File: config.mk
export PLATFORM = sky130hd
export DESIGN_NAME = dac_playback_ctrl_flat
export DESIGN_NICKNAME = d
export VERILOG_FILES = /design/src/rtl/dac_playback_ctrl_if.sv /design/src/rtl/dac_playback_ctrl.sv /design/src/flat_wrapper.sv
export SDC_FILE = /design/constraint.sdc
export NUM_CORES = 1
export LEC_CHECK = 0
export CORE_MARGIN = 4
export CORE_UTILIZATION = 45
export CTS_CLUSTER_DIAMETER = 120
export DETAILED_ROUTE_END_ITERATION = 10
export GPL_ROUTABILITY_DRIVEN = 0
export GPL_TIMING_DRIVEN = 1
export HOLD_SLACK_MARGIN = 0.12
export PLACE_DENSITY = 0.77
export SLEW_MARGIN = 20
export SYNTH_ARGS = -nofsm -noshare
export SYNTH_HDL_FRONTEND = slang
export SYNTH_SLANG_ARGS = --single-unit
File: constraint.sdc
create_clock -name clk -period 7.9 [get_ports clk]
set_input_delay 0.79 -clock clk [delete_from_list [all_inputs] [get_ports clk]]
set_output_delay 0.79 -clock clk [all_outputs]
set_load 0.1 [all_outputs]
File: src/rtl/dac_playback_ctrl_if.sv
// Waveform RAM read-port bundle between the playback controller (master)
// and the DAC-side port of the dual-port waveform memory (slave).
interface dac_playback_ctrl_if #(
  parameter int DATA_WIDTH = 32,
  parameter int ADDR_WIDTH = 11
);
  logic [ADDR_WIDTH-1:0] mem_addr;
  logic                  mem_we;
  logic [DATA_WIDTH-1:0] mem_din;
  logic [DATA_WIDTH-1:0] mem_rdata;

  modport master (
    output mem_addr,
    output mem_we,
    output mem_din,
    input  mem_rdata
  );

  modport slave (
    input  mem_addr,
    input  mem_we,
    input  mem_din,
    output mem_rdata
  );
endinterface

File: src/rtl/dac_playback_ctrl.sv
// DAC playback controller: walks a latched address window of the waveform
// RAM and emits one word every eff_div+1 cycles, once or looping forever.
// The address presented to the RAM is always the word emitted at the next
// strobe, so data is valid well before each tick.
module dac_playback_ctrl #(
  parameter int DATA_WIDTH = 32,
  parameter int ADDR_WIDTH = 11,
  parameter int DIV_WIDTH  = 16
) (
  input  logic                  clk,
  input  logic                  rst,
  input  logic                  start,
  input  logic                  stop,
  input  logic                  loop_en,
  input  logic [ADDR_WIDTH-1:0] base_addr,
  input  logic [ADDR_WIDTH-1:0] last_addr,
  input  logic [DIV_WIDTH-1:0]  rate_div,
  dac_playback_ctrl_if.master   mem,
  output logic [DATA_WIDTH-1:0] sample,
  output logic                  sample_valid,
  output logic                  busy,
  output logic                  done,
  output logic                  wrap
);

  typedef enum logic [1:0] {
    S_IDLE = 2'd0,
    S_WAIT = 2'd1,
    S_LOAD = 2'd2,
    S_RUN  = 2'd3
  } state_t;

  localparam logic [ADDR_WIDTH-1:0] ADDR_ONE = {{(ADDR_WIDTH-1){1'b0}}, 1'b1};
  localparam logic [DIV_WIDTH-1:0]  DIV_ZERO = {DIV_WIDTH{1'b0}};
  localparam logic [DIV_WIDTH-1:0]  DIV_ONE  = {{(DIV_WIDTH-1){1'b0}}, 1'b1};

  state_t                state_q, state_d;
  logic [ADDR_WIDTH-1:0] mem_addr_q, mem_addr_d;
  logic [ADDR_WIDTH-1:0] base_q, base_d;
  logic [ADDR_WIDTH-1:0] last_q, last_d;
  logic [DIV_WIDTH-1:0]  eff_div_q, eff_div_d;
  logic [DIV_WIDTH-1:0]  counter_q, counter_d;
  logic                  loop_q, loop_d;
  logic                  pass_q, pass_d;       // at least one full pass finished
  logic [DATA_WIDTH-1:0] sample_q, sample_d;
  logic                  valid_q, valid_d;
  logic                  busy_q, busy_d;
  logic                  done_q, done_d;
  logic                  wrap_q, wrap_d;
  logic                  emit_s;               // a word is emitted at this edge

  assign mem.mem_addr  = mem_addr_q;
  assign mem.mem_we    = 1'b0;
  assign mem.mem_din   = {DATA_WIDTH{1'b0}};
  assign sample        = sample_q;
  assign sample_valid  = valid_q;
  assign busy          = busy_q;
  assign done          = done_q;
  assign wrap          = wrap_q;

  // Next-state, fetch address, pacing counter and strobe generation.
  always_comb begin
    state_d    = state_q;
    mem_addr_d = mem_addr_q;
    base_d     = base_q;
    last_d     = last_q;
    eff_div_d  = eff_div_q;
    counter_d  = counter_q;
    loop_d     = loop_q;
    pass_d     = pass_q;
    sample_d   = sample_q;
    valid_d    = 1'b0;
    done_d     = 1'b0;
    wrap_d     = 1'b0;
    emit_s     = 1'b0;

    case (state_q)
      S_IDLE: begin
        if (start && !stop) begin
          base_d     = base_addr;
          last_d     = last_addr;
          loop_d     = loop_en;
          eff_div_d  = (rate_div == DIV_ZERO) ? DIV_ONE : rate_div;
          mem_addr_d = base_addr;
          pass_d     = 1'b0;
          state_d    = S_WAIT;
        end else begin
          state_d = S_IDLE;
        end
      end
      S_WAIT: begin
        if (stop) begin
          state_d = S_IDLE;
        end else begin
          state_d = S_LOAD;
        end
      end
      S_LOAD: begin
        if (stop) begin
          state_d = S_IDLE;
        end else begin
          emit_s  = 1'b1;
          state_d = S_RUN;
        end
      end
      S_RUN: begin
        if (stop) begin
          state_d = S_IDLE;
        end else if (counter_q == DIV_ZERO) begin
          emit_s = 1'b1;
        end else begin
          counter_d = counter_q - DIV_ONE;
        end
      end
      default: begin
        state_d = S_IDLE;
      end
    endcase

    // The RAM output always holds the word at mem_addr_q when we emit.
    if (emit_s) begin
      sample_d  = mem.mem_rdata;
      valid_d   = 1'b1;
      counter_d = eff_div_q;
      wrap_d    = pass_q && (mem_addr_q == base_q);
      if (mem_addr_q == last_q) begin
        if (loop_q) begin
          mem_addr_d = base_q;
          pass_d     = 1'b1;
        end else begin
          done_d  = 1'b1;
          state_d = S_IDLE;
        end
      end else begin
        mem_addr_d = mem_addr_q + ADDR_ONE;
      end
    end else begin
      wrap_d = 1'b0;
    end

    // The final one-shot strobe still counts as busy.
    busy_d = (state_d != S_IDLE) || done_d;
  end

  // State and datapath registers with asynchronous reset.
  always_ff @(posedge clk or posedge rst) begin
    if (rst) begin
      state_q    <= S_IDLE;
      mem_addr_q <= {ADDR_WIDTH{1'b0}};
      base_q     <= {ADDR_WIDTH{1'b0}};
      last_q     <= {ADDR_WIDTH{1'b0}};
      eff_div_q  <= DIV_ONE;
      counter_q  <= DIV_ZERO;
      loop_q     <= 1'b0;
      pass_q     <= 1'b0;
      sample_q   <= {DATA_WIDTH{1'b0}};
      valid_q    <= 1'b0;
      busy_q     <= 1'b0;
      done_q     <= 1'b0;
      wrap_q     <= 1'b0;
    end else begin
      state_q    <= state_d;
      mem_addr_q <= mem_addr_d;
      base_q     <= base_d;
      last_q     <= last_d;
      eff_div_q  <= eff_div_d;
      counter_q  <= counter_d;
      loop_q     <= loop_d;
      pass_q     <= pass_d;
      sample_q   <= sample_d;
      valid_q    <= valid_d;
      busy_q     <= busy_d;
      done_q     <= done_d;
      wrap_q     <= wrap_d;
    end
  end

endmodule

File: src/flat_wrapper.sv
// flat-port wrapper written by rule: the top's interface ports become plain ports
module dac_playback_ctrl_flat 
#(
  parameter int DATA_WIDTH = 32,
  parameter int ADDR_WIDTH = 11,
  parameter int DIV_WIDTH  = 16
)
  (clk, rst, start, stop, loop_en, base_addr, last_addr, rate_div, sample, sample_valid, busy, done, wrap, mem_mem_addr, mem_mem_we, mem_mem_din, mem_mem_rdata);
  dac_playback_ctrl_if #(.DATA_WIDTH(DATA_WIDTH), .ADDR_WIDTH(ADDR_WIDTH)) mem_i ();
  input  logic clk;
  input  logic rst;
  input  logic start;
  input  logic stop;
  input  logic loop_en;
  input  logic [ADDR_WIDTH-1:0] base_addr;
  input  logic [ADDR_WIDTH-1:0] last_addr;
  input  logic [DIV_WIDTH-1:0] rate_div;
  output logic [DATA_WIDTH-1:0] sample;
  output logic sample_valid;
  output logic busy;
  output logic done;
  output logic wrap;
  output wire logic [$bits(mem_i.mem_addr)-1:0] mem_mem_addr;
  output wire logic [$bits(mem_i.mem_we)-1:0] mem_mem_we;
  output wire logic [$bits(mem_i.mem_din)-1:0] mem_mem_din;
  input wire logic [$bits(mem_i.mem_rdata)-1:0] mem_mem_rdata;
  assign mem_mem_addr = mem_i.mem_addr;
  assign mem_mem_we = mem_i.mem_we;
  assign mem_mem_din = mem_i.mem_din;
  assign mem_i.mem_rdata = mem_mem_rdata;
  dac_playback_ctrl #(.DATA_WIDTH(DATA_WIDTH), .ADDR_WIDTH(ADDR_WIDTH), .DIV_WIDTH(DIV_WIDTH)) u_core (.clk(clk), .rst(rst), .start(start), .stop(stop), .loop_en(loop_en), .base_addr(base_addr), .last_addr(last_addr), .rate_div(rate_div), .mem(mem_i), .sample(sample), .sample_valid(sample_valid), .busy(busy), .done(done), .wrap(wrap));
endmodule
Word-level counts from Yosys, hierarchy flattened:

Index checks and enable logic that the tools add are counted.

* bits in registers: 105
* bits in latches: 0
* bits in writable memories: 0
* ROM bits: 0
* logic and storage cells: 65
* memories kept: 0

* add/sub/neg operators: 2
* multipliers: 0
* div/mod/pow operators: 0
* $lt $le $gt $ge: 0
* equality and inequality tests: 7
* shifts and indexed selects: 0
* mux-type cells: 32
* bitwise logic cells: 0
* reductions and logical operators: 11

Operators by type and width (number)
* 16-bit two-way mux: 5
* 11-bit two-way mux: 5
* 16-bit logical NOT: 2
* 11-bit equality test: 2
* 16-bit by 1-bit subtractor with 16-bit output (second input constant): 1
* 1-bit two-way mux: 14
* 2-bit two-way mux: 6
* 11-bit by 1-bit adder with 11-bit output (second input constant): 1
* 2-bit case mux with 4 select lines: 1
* 2-bit equality test (second input constant): 2
* 2-bit by 1-bit inequality test with 1-bit output (second input constant): 2
* 2-bit nonzero test: 2
* 3-bit AND reduction: 1
* 2-bit by 1-bit equality test with 1-bit output (second input constant): 1
* 1-bit logical AND: 2
* 2-bit logical NOT: 1
* 1-bit case mux with 2 select lines: 1
* 2-bit AND reduction: 1
* 1-bit logical NOT: 1
* 1-bit logical OR: 1

Logic depth before layout (Yosys ltp):

* word-level depth: 9
* gate-level depth with buffers: 9

Worst setup path before layout:

No wires, ideal clock.

* path kind: register to register
* start: reg u_core.mem_addr_q[5], in the netlist u_core.mem.mem_addr[5]
* end: reg u_core.mem_addr_q[9], in the netlist u_core.mem.mem_addr[9]
* library setup time: 0.086 ns
* data arrival time: 2.500 ns
* data required time: 7.814 ns
* slack: 5.314 ns
* stages on the path, launching flop included: 9
* cells stage by stage: dfrtp_1 -> clkbuf_1 -> xor2_1 -> nor4_1 -> and3_1 -> clkbuf_1 -> clkbuf_1 -> o22ai_1 -> a32oi_1

* cells in the longest elaborated chain, start to end: 3
* elaborated cells on any way between the ends: 4

Ends and longest elaborated chain
* start: declaration: RTL line dac_playback_ctrl.sv:38 `logic [ADDR_WIDTH-1:0] mem_addr_q, mem_addr_d;`
* start signal: assignment: RTL line dac_playback_ctrl.sv:149 `mem_addr_q <= {ADDR_WIDTH{1'b0}};`
* start signal: assignment: RTL line dac_playback_ctrl.sv:163 `mem_addr_q <= mem_addr_d;`
* 11-bit by 1-bit adder with 11-bit output or 11-bit equality test (tied branches): RTL line dac_playback_ctrl.sv:135, dac_playback_ctrl.sv:126
* 11-bit two-way mux *: RTL line dac_playback_ctrl.sv:126 `if (mem_addr_q == last_q) begin`
* 11-bit two-way mux *: RTL line dac_playback_ctrl.sv:121 `if (emit_s) begin`
* via u_core.mem_addr_d[9]: RTL line dac_playback_ctrl.sv:38

The timed path passes the listed nets; every way through them passes the cells marked *.
A chain may end at the register's enable or synchronous reset.

Final worst setup path:

* start: reg u_core.mem_addr_q[0], in the netlist u_core.mem.mem_addr[0]
* end: out mem_mem_addr[0]

RTL lines
* end: declaration: RTL line flat_wrapper.sv:23 `output wire logic [$bits(mem_i.mem_addr)-1:0] mem_mem_addr;`

No word-level cell between the ends.

==> flow_summary.ini <==
[critical_path]
worst_setup_path_end_kind = primary output
ff2ff_path_depth = 5
cp-endpoint = mem_mem_addr[0]
cp_data_required_time_ns = 7.11
cp-start-kind = register
crit_type = register to primary output
reg2reg_slack_ns = 5.07
worstPathMaxFanout = 8
path_cells = clkdlybuf4s50_1
worst_path_max_delay_cell = clkdlybuf4s50_1
worstPathArrival_ns = 2.14
critical_path.top_delay_family = buffers and inverters
r2r-start = u_core.counter_q[6]
critPathLaunch = u_core.mem.mem_addr[0]
critPathMaxStageDelay_ns = 1.21
reg2reg_to = u_core.mem.mem_addr[3]
path_buf_inv = 1
crit_cells = 1

[place]
dp_cells = 763
numPortBuffers = 121
post-place-ws_ns = 4.83
hpwl_mm = 9.01

[synth]
synth.distinct_cells = 50
synth_edf_count = 0
syn_inst = 525
ys.flop_type = dfrtp_1
synth-seq-cells = 105
async_flop_share_pct = 100
syn_area_per_cell_um2 = 9.93
synth-seq-area-share_pct = 50.4
yosys-top-cells-area = dfrtp_1 50%, nand2_1 9.7%, mux2_1 5.6%, buf_4 4.8%, xnor2_1 2.9%
synth_top_area_cell = dfrtp_1
yosysWarnings = 0
synth_top_area_share_pct = 49.9
syn_area_mm2 = 0.00521

[final_layout]
post-route-util_pct = 58.8
area_delta_synth_final_pct = 28.1
nFillCells = 973
final_cell_count_no_fill = 779
nets = 709
seq_area_mm2 = 0.00263
diodes = 0
multi_input_comb_area_mm2 = 0.00227
drive_above_1_share_pct = 5.50

[cts]
clk_latency_ns = 0.34
clock_sinks = 105
cts_made_buffers = 9
post_cts_buffers = 0
cts_resized = 0
root_buffer = clkbuf_16
h-tree-depth = 3
tritoncts = yes
cts_max_path_buffers = 2
path_clk_slew_ns = 0.07
hold_buffers = 0

[route]
drt-vias-per-instance = 5.22
vias = 4069
firstDrtPassIters = 6
drcViolationCount = 0
routed_wl_mm = 12.6
first_iter_violations = 275
wl_per_cell_um = 16.2
ant_nets = 0

[timing]
tns_ns = 0
slew_headroom_pct = 32.6
drv_slew = 0
rsz0062_at_grt = false
worst_pin_slew_ns = 1.01
setup_viol = 0
min_period_over_period_pct = 37.0
finalHoldViolations = 0
fin_ws_ns = 4.97
layout_min_cycle_time_ns = 2.93
fin_skew_ns = 0.0100
max_freq_ghz = 0.342

[grt]
grt_max_degree = 82
antenna_found_initial = 0
grt_pass1_vias = 4140
overflow = 0
grt_usage_pct = 19.4
grt_pass1_wl_mm = 20.6

[floorplan]
die_area_mm2 = 0.0134
die_w_um = 116
rows = 39
fp.coreArea_mm2 = 0.0114
die_h_um = 116
start_util_pct = 45.9
ios = 155

[flow_run]
max_cap_viol_count = 0

[power_and_ir_drop]
power_density_mw_per_mm2 = 413
power_mw = 2.76
irDropWorstVdd_v = 0.000348
leakage_nw = 2.97

[status]
status = complete, no violations

[min_path]
min_path_type = register to register
## power breakdown
| part | total, mW | internal (mW) | switching [mW] |
|---|---|---|---|
| sequential | 0.910 | 0.720 | 0.190 |
| clock | 0.437 | 0.242 | 0.194 |
| combinational | 1.41 | 0.389 | 1.02 |
## worst register-to-register path: stages (launching register included)
cell	delay (ns)
dfrtp_1	0.47
nor4_4	0.41
nand2_2	0.17
o41a_1	0.80
a211o_1	0.60
a32oi_1	0.29
## cell usage after synthesis, types with 3 or more instances
library cell	number
nor4_1	10
buf_2	3
dfrtp_1	104
nand4_1	10
o21ai_0	14
mux2_2	6
mux2i_1	10
a21oi_1	6
xnor2_1	17
inv_1	10
xor2_1	13
a22oi_1	4
and3_1	6
nor2_1	12
buf_4	33
a2bb2oi_1	5
a32oi_1	9
nand2_1	135
clkbuf_1	22
o2bb2ai_1	5
ha_1	3
o22ai_1	11
buf_6	4
nand3_1	10
nor3_1	8
mux2_1	26
## layer usage
| metal | global-route usage [%] | vias to the layer above | part of all wire (%) |
|---|---|---|---|
| met3 | 4.23 | 10 | 6.5 |
| met1 | 25.7 | 1958 | 43 |
| met4 | 5.18 | 0 | 1.1 |
| met5 | 0 | - | 0 |
| li1 | - | 1951 | - |
| met2 | 32.5 | 150 | 50 |
## layout make-up
class                      count  share of cell area [%]
clock buffer                  12                    3.99
sequential                   105                    39.3
timing repair buffer         126                    18.7
tap                          143                    2.68
inverter                      11                   0.674
multi-input combinational    378                    34.0
clock inverter                 4                   0.524
## sequential cells by signal, summed over array words and instances, names as in the netlist, 2 cells and up
signal,cells
u_core.sample,32
u_core.base_q,11
u_core.state_q,2
u_core.eff_div_q,16
u_core.last_q,11
u_core.counter_q,16
u_core.mem.mem_addr,11
## per-stage QoR
step | hold WS, ns | area (um^2)
2_1_floorplan | 0.437 | 5330
3_3_place_gp | 0.467 | 6380
3_5_place_dp | 0.474 | 6380
4_1_cts | 0.489 | 6680
5_1_grt | 0.510 | 6680
6_report | 0.488 | 6680
## worst min path at each step
stage | end | from | cells past startpoint | slack, ns
floorplan | u_core.eff_div_q[14] | u_core.eff_div_q[14] | 2 | 0.44
global placement | u_core.sample[25] | u_core.sample[25] | 1 | 0.47
detailed placement | u_core.eff_div_q[2] | u_core.eff_div_q[2] | 2 | 0.47
CTS | u_core.eff_div_q[2] | u_core.eff_div_q[2] | 2 | 0.49
global route | u_core.eff_div_q[9] | u_core.eff_div_q[9] | 2 | 0.51
finish | u_core.sample[4] | u_core.sample[4] | 1 | 0.49
## cell usage in the layout, fill, tap and decap left out, types with 10 or more instances in the layout
| cell type | Yosys | routed |
|---|---|---|
| clkdlybuf4s50_1 | 0 | 121 |
| conb_1 | 1 | 33 |
| dfrtp_1 | 104 | 104 |
| mux2_1 | 26 | 26 |
| mux2i_1 | 10 | 10 |
| nand2_1 | 135 | 135 |
| nand3_1 | 10 | 10 |
| nand4_1 | 10 | 10 |
| nor2_1 | 12 | 12 |
| nor4_1 | 10 | 10 |
| o21ai_0 | 14 | 14 |
| o22ai_1 | 11 | 11 |
| xnor2_1 | 17 | 17 |
| xor2_1 | 13 | 13 |
## cell families (layout without fill, tap and decap cells)
logic type / Yosys count / count (layout) / synth area share (%)
and+or+nand+nor: 205 / 205 / 17.6
DFF: 105 / 105 / 50.4
buffers and inverters: 74 / 153 / 8.38
AOI/OAI and AO/OA: 65 / 65 / 8.90
muxes: 42 / 42 / 8.83
xor gates and xnor gates: 30 / 30 / 5.04
adders and majority gates: 3 / 3 / 0.720
other: 1 / 33 / 0.0719
Note: power is estimated with default switching activity, not from simulation.
